[src/rtl/bcd_stopwatch.sv]
// ============================================================================
// Module   : bcd_stopwatch
// Brief    : mm:ss BCD stopwatch advanced by a synchronized slow tick, with a
//            registered 4-digit common-anode 7-segment scan.
// Revision : 1.0  initial release
// ============================================================================
`default_nettype none

module bcd_stopwatch #(
  parameter int SCAN_DIV        = 50000,
  parameter bit TICK_BOTH_EDGES = 1'b0
) (
  input  logic       clock,
  input  logic       reset,
  input  logic       tick_in,
  input  logic       run_btn,
  input  logic       clr_btn,
  output logic [3:0] sec_ones,
  output logic [3:0] sec_tens,
  output logic [3:0] min_ones,
  output logic [3:0] min_tens,
  output logic       running,
  output logic       wrap,
  output logic [3:0] an,
  output logic [6:0] seg,
  output logic       dp
);

  localparam int              SCAN_W    = (SCAN_DIV > 2) ? $clog2(SCAN_DIV) : 1;
  localparam logic [SCAN_W-1:0] SCAN_LAST = SCAN_W'(SCAN_DIV - 1);

  // Shift chains: [0] first sync stage, [1] second sync stage, [2] history.
  logic [2:0] tick_sh_q, tick_sh_d;
  logic [2:0] run_sh_q,  run_sh_d;
  logic [2:0] clr_sh_q,  clr_sh_d;
  logic       tick_ev_q, tick_ev_d;
  logic       run_ev_q,  run_ev_d;
  logic       clr_ev_q,  clr_ev_d;
  logic       tick_edge;

  logic [3:0] sec_ones_q, sec_ones_d;
  logic [3:0] sec_tens_q, sec_tens_d;
  logic [3:0] min_ones_q, min_ones_d;
  logic [3:0] min_tens_q, min_tens_d;
  logic       running_q,  running_d;
  logic       wrap_q,     wrap_d;

  logic [SCAN_W-1:0] scan_cnt_q, scan_cnt_d;
  logic [1:0]        scan_idx_q, scan_idx_d;
  logic [3:0]        an_q, an_d;
  logic [6:0]        seg_q, seg_d;
  logic              dp_q, dp_d;
  logic [3:0]        shown_digit;

  generate
    if (TICK_BOTH_EDGES) begin : g_tick_both
      assign tick_edge = tick_sh_q[1] ^ tick_sh_q[2];
    end else begin : g_tick_rise
      assign tick_edge = tick_sh_q[1] & ~tick_sh_q[2];
    end
  endgenerate

  // Events are registered once more so an input edge lands in state at k+3.
  always_comb begin
    tick_sh_d = {tick_sh_q[1:0], tick_in};
    run_sh_d  = {run_sh_q[1:0],  run_btn};
    clr_sh_d  = {clr_sh_q[1:0],  clr_btn};
    tick_ev_d = tick_edge;
    run_ev_d  = run_sh_q[1] & ~run_sh_q[2];
    clr_ev_d  = clr_sh_q[1] & ~clr_sh_q[2];
  end

  always_comb begin
    sec_ones_d = sec_ones_q;
    sec_tens_d = sec_tens_q;
    min_ones_d = min_ones_q;
    min_tens_d = min_tens_q;
    running_d  = running_q;
    wrap_d     = 1'b0;

    if (clr_ev_q) begin
      sec_ones_d = 4'd0;
      sec_tens_d = 4'd0;
      min_ones_d = 4'd0;
      min_tens_d = 4'd0;
    end else if (tick_ev_q && running_q) begin
      // >= comparisons fold any out-of-range value back to zero.
      if (sec_ones_q >= 4'd9) begin
        sec_ones_d = 4'd0;
        if (sec_tens_q >= 4'd5) begin
          sec_tens_d = 4'd0;
          if (min_ones_q >= 4'd9) begin
            min_ones_d = 4'd0;
            if (min_tens_q >= 4'd5) begin
              min_tens_d = 4'd0;
              wrap_d     = 1'b1;
            end else begin
              min_tens_d = min_tens_q + 4'd1;
            end
          end else begin
            min_ones_d = min_ones_q + 4'd1;
          end
        end else begin
          sec_tens_d = sec_tens_q + 4'd1;
        end
      end else begin
        sec_ones_d = sec_ones_q + 4'd1;
      end
    end

    if (run_ev_q) begin
      running_d = ~running_q;
    end
  end

  // Display registers follow the next index and next digit values together.
  always_comb begin
    scan_cnt_d = scan_cnt_q + SCAN_W'(1);
    scan_idx_d = scan_idx_q;
    if (scan_cnt_q == SCAN_LAST) begin
      scan_cnt_d = '0;
      scan_idx_d = scan_idx_q + 2'd1;
    end

    an_d        = 4'b1110;
    dp_d        = 1'b1;
    shown_digit = sec_ones_d;
    case (scan_idx_d)
      2'd0: begin an_d = 4'b1110; shown_digit = sec_ones_d; end
      2'd1: begin an_d = 4'b1101; shown_digit = sec_tens_d; end
      2'd2: begin an_d = 4'b1011; shown_digit = min_ones_d; dp_d = 1'b0; end
      default: begin an_d = 4'b0111; shown_digit = min_tens_d; end
    endcase

    case (shown_digit)
      4'd0:    seg_d = 7'b1000000;
      4'd1:    seg_d = 7'b1111001;
      4'd2:    seg_d = 7'b0100100;
      4'd3:    seg_d = 7'b0110000;
      4'd4:    seg_d = 7'b0011001;
      4'd5:    seg_d = 7'b0010010;
      4'd6:    seg_d = 7'b0000010;
      4'd7:    seg_d = 7'b1111000;
      4'd8:    seg_d = 7'b0000000;
      4'd9:    seg_d = 7'b0010000;
      default: seg_d = 7'b1111111;
    endcase
  end

  always_ff @(posedge clock or negedge reset) begin
    if (!reset) begin
      tick_sh_q  <= 3'b000;
      run_sh_q   <= 3'b000;
      clr_sh_q   <= 3'b000;
      tick_ev_q  <= 1'b0;
      run_ev_q   <= 1'b0;
      clr_ev_q   <= 1'b0;
      sec_ones_q <= 4'd0;
      sec_tens_q <= 4'd0;
      min_ones_q <= 4'd0;
      min_tens_q <= 4'd0;
      running_q  <= 1'b0;
      wrap_q     <= 1'b0;
      scan_cnt_q <= '0;
      scan_idx_q <= 2'd0;
      an_q       <= 4'b1110;
      seg_q      <= 7'b1000000;
      dp_q       <= 1'b1;
    end else begin
      tick_sh_q  <= tick_sh_d;
      run_sh_q   <= run_sh_d;
      clr_sh_q   <= clr_sh_d;
      tick_ev_q  <= tick_ev_d;
      run_ev_q   <= run_ev_d;
      clr_ev_q   <= clr_ev_d;
      sec_ones_q <= sec_ones_d;
      sec_tens_q <= sec_tens_d;
      min_ones_q <= min_ones_d;
      min_tens_q <= min_tens_d;
      running_q  <= running_d;
      wrap_q     <= wrap_d;
      scan_cnt_q <= scan_cnt_d;
      scan_idx_q <= scan_idx_d;
      an_q       <= an_d;
      seg_q      <= seg_d;
      dp_q       <= dp_d;
    end
  end

  assign sec_ones = sec_ones_q;
  assign sec_tens = sec_tens_q;
  assign min_ones = min_ones_q;
  assign min_tens = min_tens_q;
  assign running  = running_q;
  assign wrap     = wrap_q;
  assign an       = an_q;
  assign seg      = seg_q;
  assign dp       = dp_q;

endmodule

`default_nettype wire

[config.mk]
export PLATFORM = sky130hd
export DESIGN_NAME = bcd_stopwatch
export DESIGN_NICKNAME = d
export VERILOG_FILES = /design/src/rtl/bcd_stopwatch.sv
export SDC_FILE = /design/constraint.sdc
export NUM_CORES = 1
export LEC_CHECK = 0
export ABC_AREA = 1
export CAP_MARGIN = 20
export CORE_MARGIN = 1
export CORE_UTILIZATION = 41
export DETAILED_ROUTE_END_ITERATION = 8
export GPL_ROUTABILITY_DRIVEN = 0
export SYNTH_ARGS = -nofsm -noshare
export SYNTH_HDL_FRONTEND = slang
export SYNTH_SLANG_ARGS = --single-unit
[constraint.sdc]
create_clock -name clock -period 6.1 [get_ports clock]
set_clock_uncertainty 0.2 [all_clocks]
set_input_delay 0.915 -clock clock [delete_from_list [all_inputs] [get_ports clock]]
set_output_delay 0.915 -clock clock [all_outputs]
set_load 0.05 [all_outputs]
==> impl_metrics.py <==
metrics = {
    "run_status": {
        "status": "completed",
    },
    "routing": {
        "ant_nets": 0,
        "routed_wl_mm": 6.07,
        "drc": 0,
        "vias_per_cell": 4.63,
        "firstDrtPassIters": 4,
        "num_vias": 2448,
        "drt_iter0_drc": 38,
        "wl_per_cell_um": 11.5,
    },
    "logic_synthesis": {
        "synth_ff_type": "dfrtp_1",
        "ys_types": 39,
        "syn-num-nets": 401,
        "avgSynthCellArea_um2": 8.68,
        "synth_edf_count": 0,
        "ys_top_cells_by_area": "dfrtp_1, nand2_1, ha_1",
        "ys_seq_elements": 59,
        "synth_top_area_share_pct": 41.9,
        "yosysSeqAreaShare_pct": 45.1,
        "synth_area_leader_cell": "dfrtp_1",
        "syn-cell-area_um2": 3280,
        "synthCells": 378,
        "yosysWarnings": 0,
        "async_flop_share_pct": 100,
    },
    "global_route": {
        "overflow": 0,
        "antenna_found_initial": 0,
        "met3_usage_pct": 4.10,
        "grt_pass1_wl_mm": 10.4,
        "first_global_vias": 2374,
        "grt_start_max_net_pins": 60,
        "grt.busiest_layer": "met2",
        "grt_util_all_layers_pct": 16.1,
        "use_met1_pct": 19.4,
        "grt.met2_usage_pct": 27.2,
    },
    "layout": {
        "final_util_pct": 51.1,
        "drive_gt1_share_pct": 18.0,
        "fill_cells": 745,
        "final_nets": 445,
        "syn2layout_area_growth_pct": 20.4,
        "antennaDiodeCount": 0,
    },
    "sta": {
        "period_share_pct": 45.6,
        "setup_tns_ns": 0,
        "relSlewSlack_pct": 50.3,
        "min_period_ns": 2.78,
        "fmax_mhz": 360,
        "worst_pin_slew_ns": 0.745,
        "setup-violations-final": 0,
        "rsz0062_at_grt": "false",
        "final_max_slew_viol_count": 0,
        "hold_slack_ns": 0.144,
        "hold_viol": 0,
    },
    "pwr": {
        "power_density_nw_per_um2": 278,
        "power.switching_uw": 343,
        "pwr-share-seq_pct": 39.9,
        "clkPwrFrac_pct": 36.9,
        "internal_power_uw": 756,
        "p_leak_uw": 0.00195,
        "netSwitchingFraction_pct": 31.2,
        "peakVddDrop_v": 0.000126,
        "pwr-share-comb_pct": 23.2,
    },
    "clock_tree": {
        "clockRootBuffer": "clkbuf_8",
        "cts-buffers-inserted": 9,
        "clk_pin_slew_ns": 0.07,
        "cts_hold_buffers": 0,
        "post-cts-setup-buffer-count": 0,
        "clockBufferDepth": 2,
        "cts_tree": "built",
        "cts_resized": 0,
        "clkLatencyLatePin_ns": 0.34,
        "cts_sinks": 59,
        "htree_levels": 3,
    },
    "run": {
        "drv_cap": 0,
    },
    "floorplan": {
        "dieArea_um2": 8370,
        "pin_count": 35,
        "num_rows": 32,
        "start_util_pct": 42.5,
        "die_y_um": 91.5,
        "die_x_um": 91.5,
        "core_area_um2": 7730,
    },
    "placed_design": {
        "dp_hpwl_mm": 4.56,
        "io_buffers": 34,
    },
    "critical_path": {
        "path_max_fanout": 6,
        "cp-end-kind": "flop",
        "worstSetupPathType": "flop to flop",
        "r2r_slack_ns": 3.32,
        "arrival_ns": 2.80,
        "cp.required_ns": 6.12,
        "reg2regPathDepth": 18,
        "cp-start-kind": "flop",
    },
    "min_path": {
        "hold_path_depth": 0,
        "hold_class": "flop to flop",
    },
}
==> through the flow <==
| step | power [uW] | worst slack [ns] | instances | area, um^2 |
|---|---|---|---|---|
| after floorplan | 622 | 3.28 | 378 | 3280 |
| after global placement | 701 | 3.39 | 513 | 3720 |
| after detailed placement | 703 | 3.32 | 513 | 3720 |
| after CTS | 1110 | 3.30 | 529 | 3950 |
| after global routing | 1150 | 3.09 | 529 | 3950 |
| final | 1100 | 3.32 | 529 | 3950 |
==> cells in the mapped netlist, types with 2 or more instances <==
master    number
xor2_1         7
o21ai_0        5
a21oi_2        2
inv_2          4
nand3_4        2
nor2_1        47
o21ai_2        2
dfstp_2        4
xnor2_1        2
nand3_2        8
nand2_2       11
ha_1          18
nand3_1       28
nand4_1        3
nand2_4        5
nor3_1         4
clkinv_1       2
o21ai_1        5
nor2_4         2
nor2_2        10
nor2_8         2
a21oi_1        4
dfrtp_1       55
nand2_1       74
inv_1         58
==> kinds of logic (layout without fill, tap and decap cells) <==
family,after synthesis,count (layout),share of synthesized area (%)
simple gates,200,200,32.1
buf+inv,68,117,8.50
compound gates,24,24,4.96
xor+xnor,9,9,2.40
fa+ha+maj,18,18,6.86
flops,59,59,45.1
==> cells in the final DEF, fill, tap and decap left out, types with 3 or more instances in the layout <==
| cell type | instances |
|---|---|
| a21oi_1 | 4 |
| nand4_1 | 3 |
| nor3_1 | 4 |
| o21ai_1 | 5 |
| nor2_2 | 10 |
| ha_1 | 18 |
| nand2_1 | 74 |
| dfstp_2 | 4 |
| nor2_1 | 47 |
| nand2_2 | 11 |
| inv_1 | 58 |
| nand3_1 | 28 |
| clkdlybuf4s50_1 | 33 |
| clkbuf_8 | 11 |
| nand2_4 | 5 |
| o21ai_0 | 5 |
| dfrtp_1 | 55 |
| inv_2 | 4 |
| xor2_1 | 7 |
| nand3_2 | 8 |
==> sequential cells by signal, indices dropped and copies added, names as in the netlist, 2 cells and up <==
register and cells:
an 3, clr_sh_q 3, min_ones 4, min_tens 4, run_sh_q 3, scan_cnt_q 16, scan_idx_q 2, sec_ones 4
sec_tens 4, seg 7, tick_sh_q 3
==> metal layers <==
layer  routed length, um  vias to the layer above
met4                  93                        0
met5                   0                        -
met3                 245                       10
met2                2900                       47
met1                2830                     1132
li1                    -                     1259
==> layout make-up <==
| class | count | area, um^2 | share of cell area [%] |
|---|---|---|---|
| flip-flops and latches | 59 | 1480 | 37.5 |
| clock inverters | 4 | 72.6 | 1.84 |
| inverters | 66 | 251 | 6.36 |
| multi-input cells | 251 | 1520 | 38.5 |
| well taps | 102 | 128 | 3.23 |
| clock buffers | 12 | 155 | 3.93 |
| repair buffers | 35 | 343 | 8.67 |
==> worst max-delay path: stages, from the launching register on <==
cell and delay, ns:
dfrtp_1 0.44, inv_1 0.10, ha_1 0.15, clkinv_1 0.05, nand2_1 0.08, nand2_1 0.07, nand2_1 0.19, nand2_2 0.15
nor2_8 0.15, nor2_1 0.06, nor2_1 0.13, nand3_1 0.15, nand4_4 0.14, inv_1 0.09, ha_1 0.20, inv_1 0.05
nand3_1 0.10, nand3_1 0.10, nand2_1 0.05
==> power groups by stage <==
| stage | clock network, uW | logic, uW | registers, uW |
|---|---|---|---|
| 4_1_cts | 417 | 258 | 439 |
| 5_1_grt | 433 | 277 | 443 |
| 6_report | 405 | 255 | 439 |
| 3_3_place_gp | 0 | 255 | 446 |
| 3_5_place_dp | 0 | 257 | 446 |
| 2_1_floorplan | 0 | 88.3 | 533 |
==> worst paths after layout <==
path	startpoint	endpoint
min	run_sh_q[0]	run_sh_q[1]
max reg2reg	sec_tens[1]	seg[0]
max in group asynchronous	reset	sec_ones[2]
max	sec_tens[1]	seg[0]
min reg2reg	run_sh_q[0]	run_sh_q[1]
min in group asynchronous	reset	wrap
Note: power is estimated with default switching activity, not from simulation.
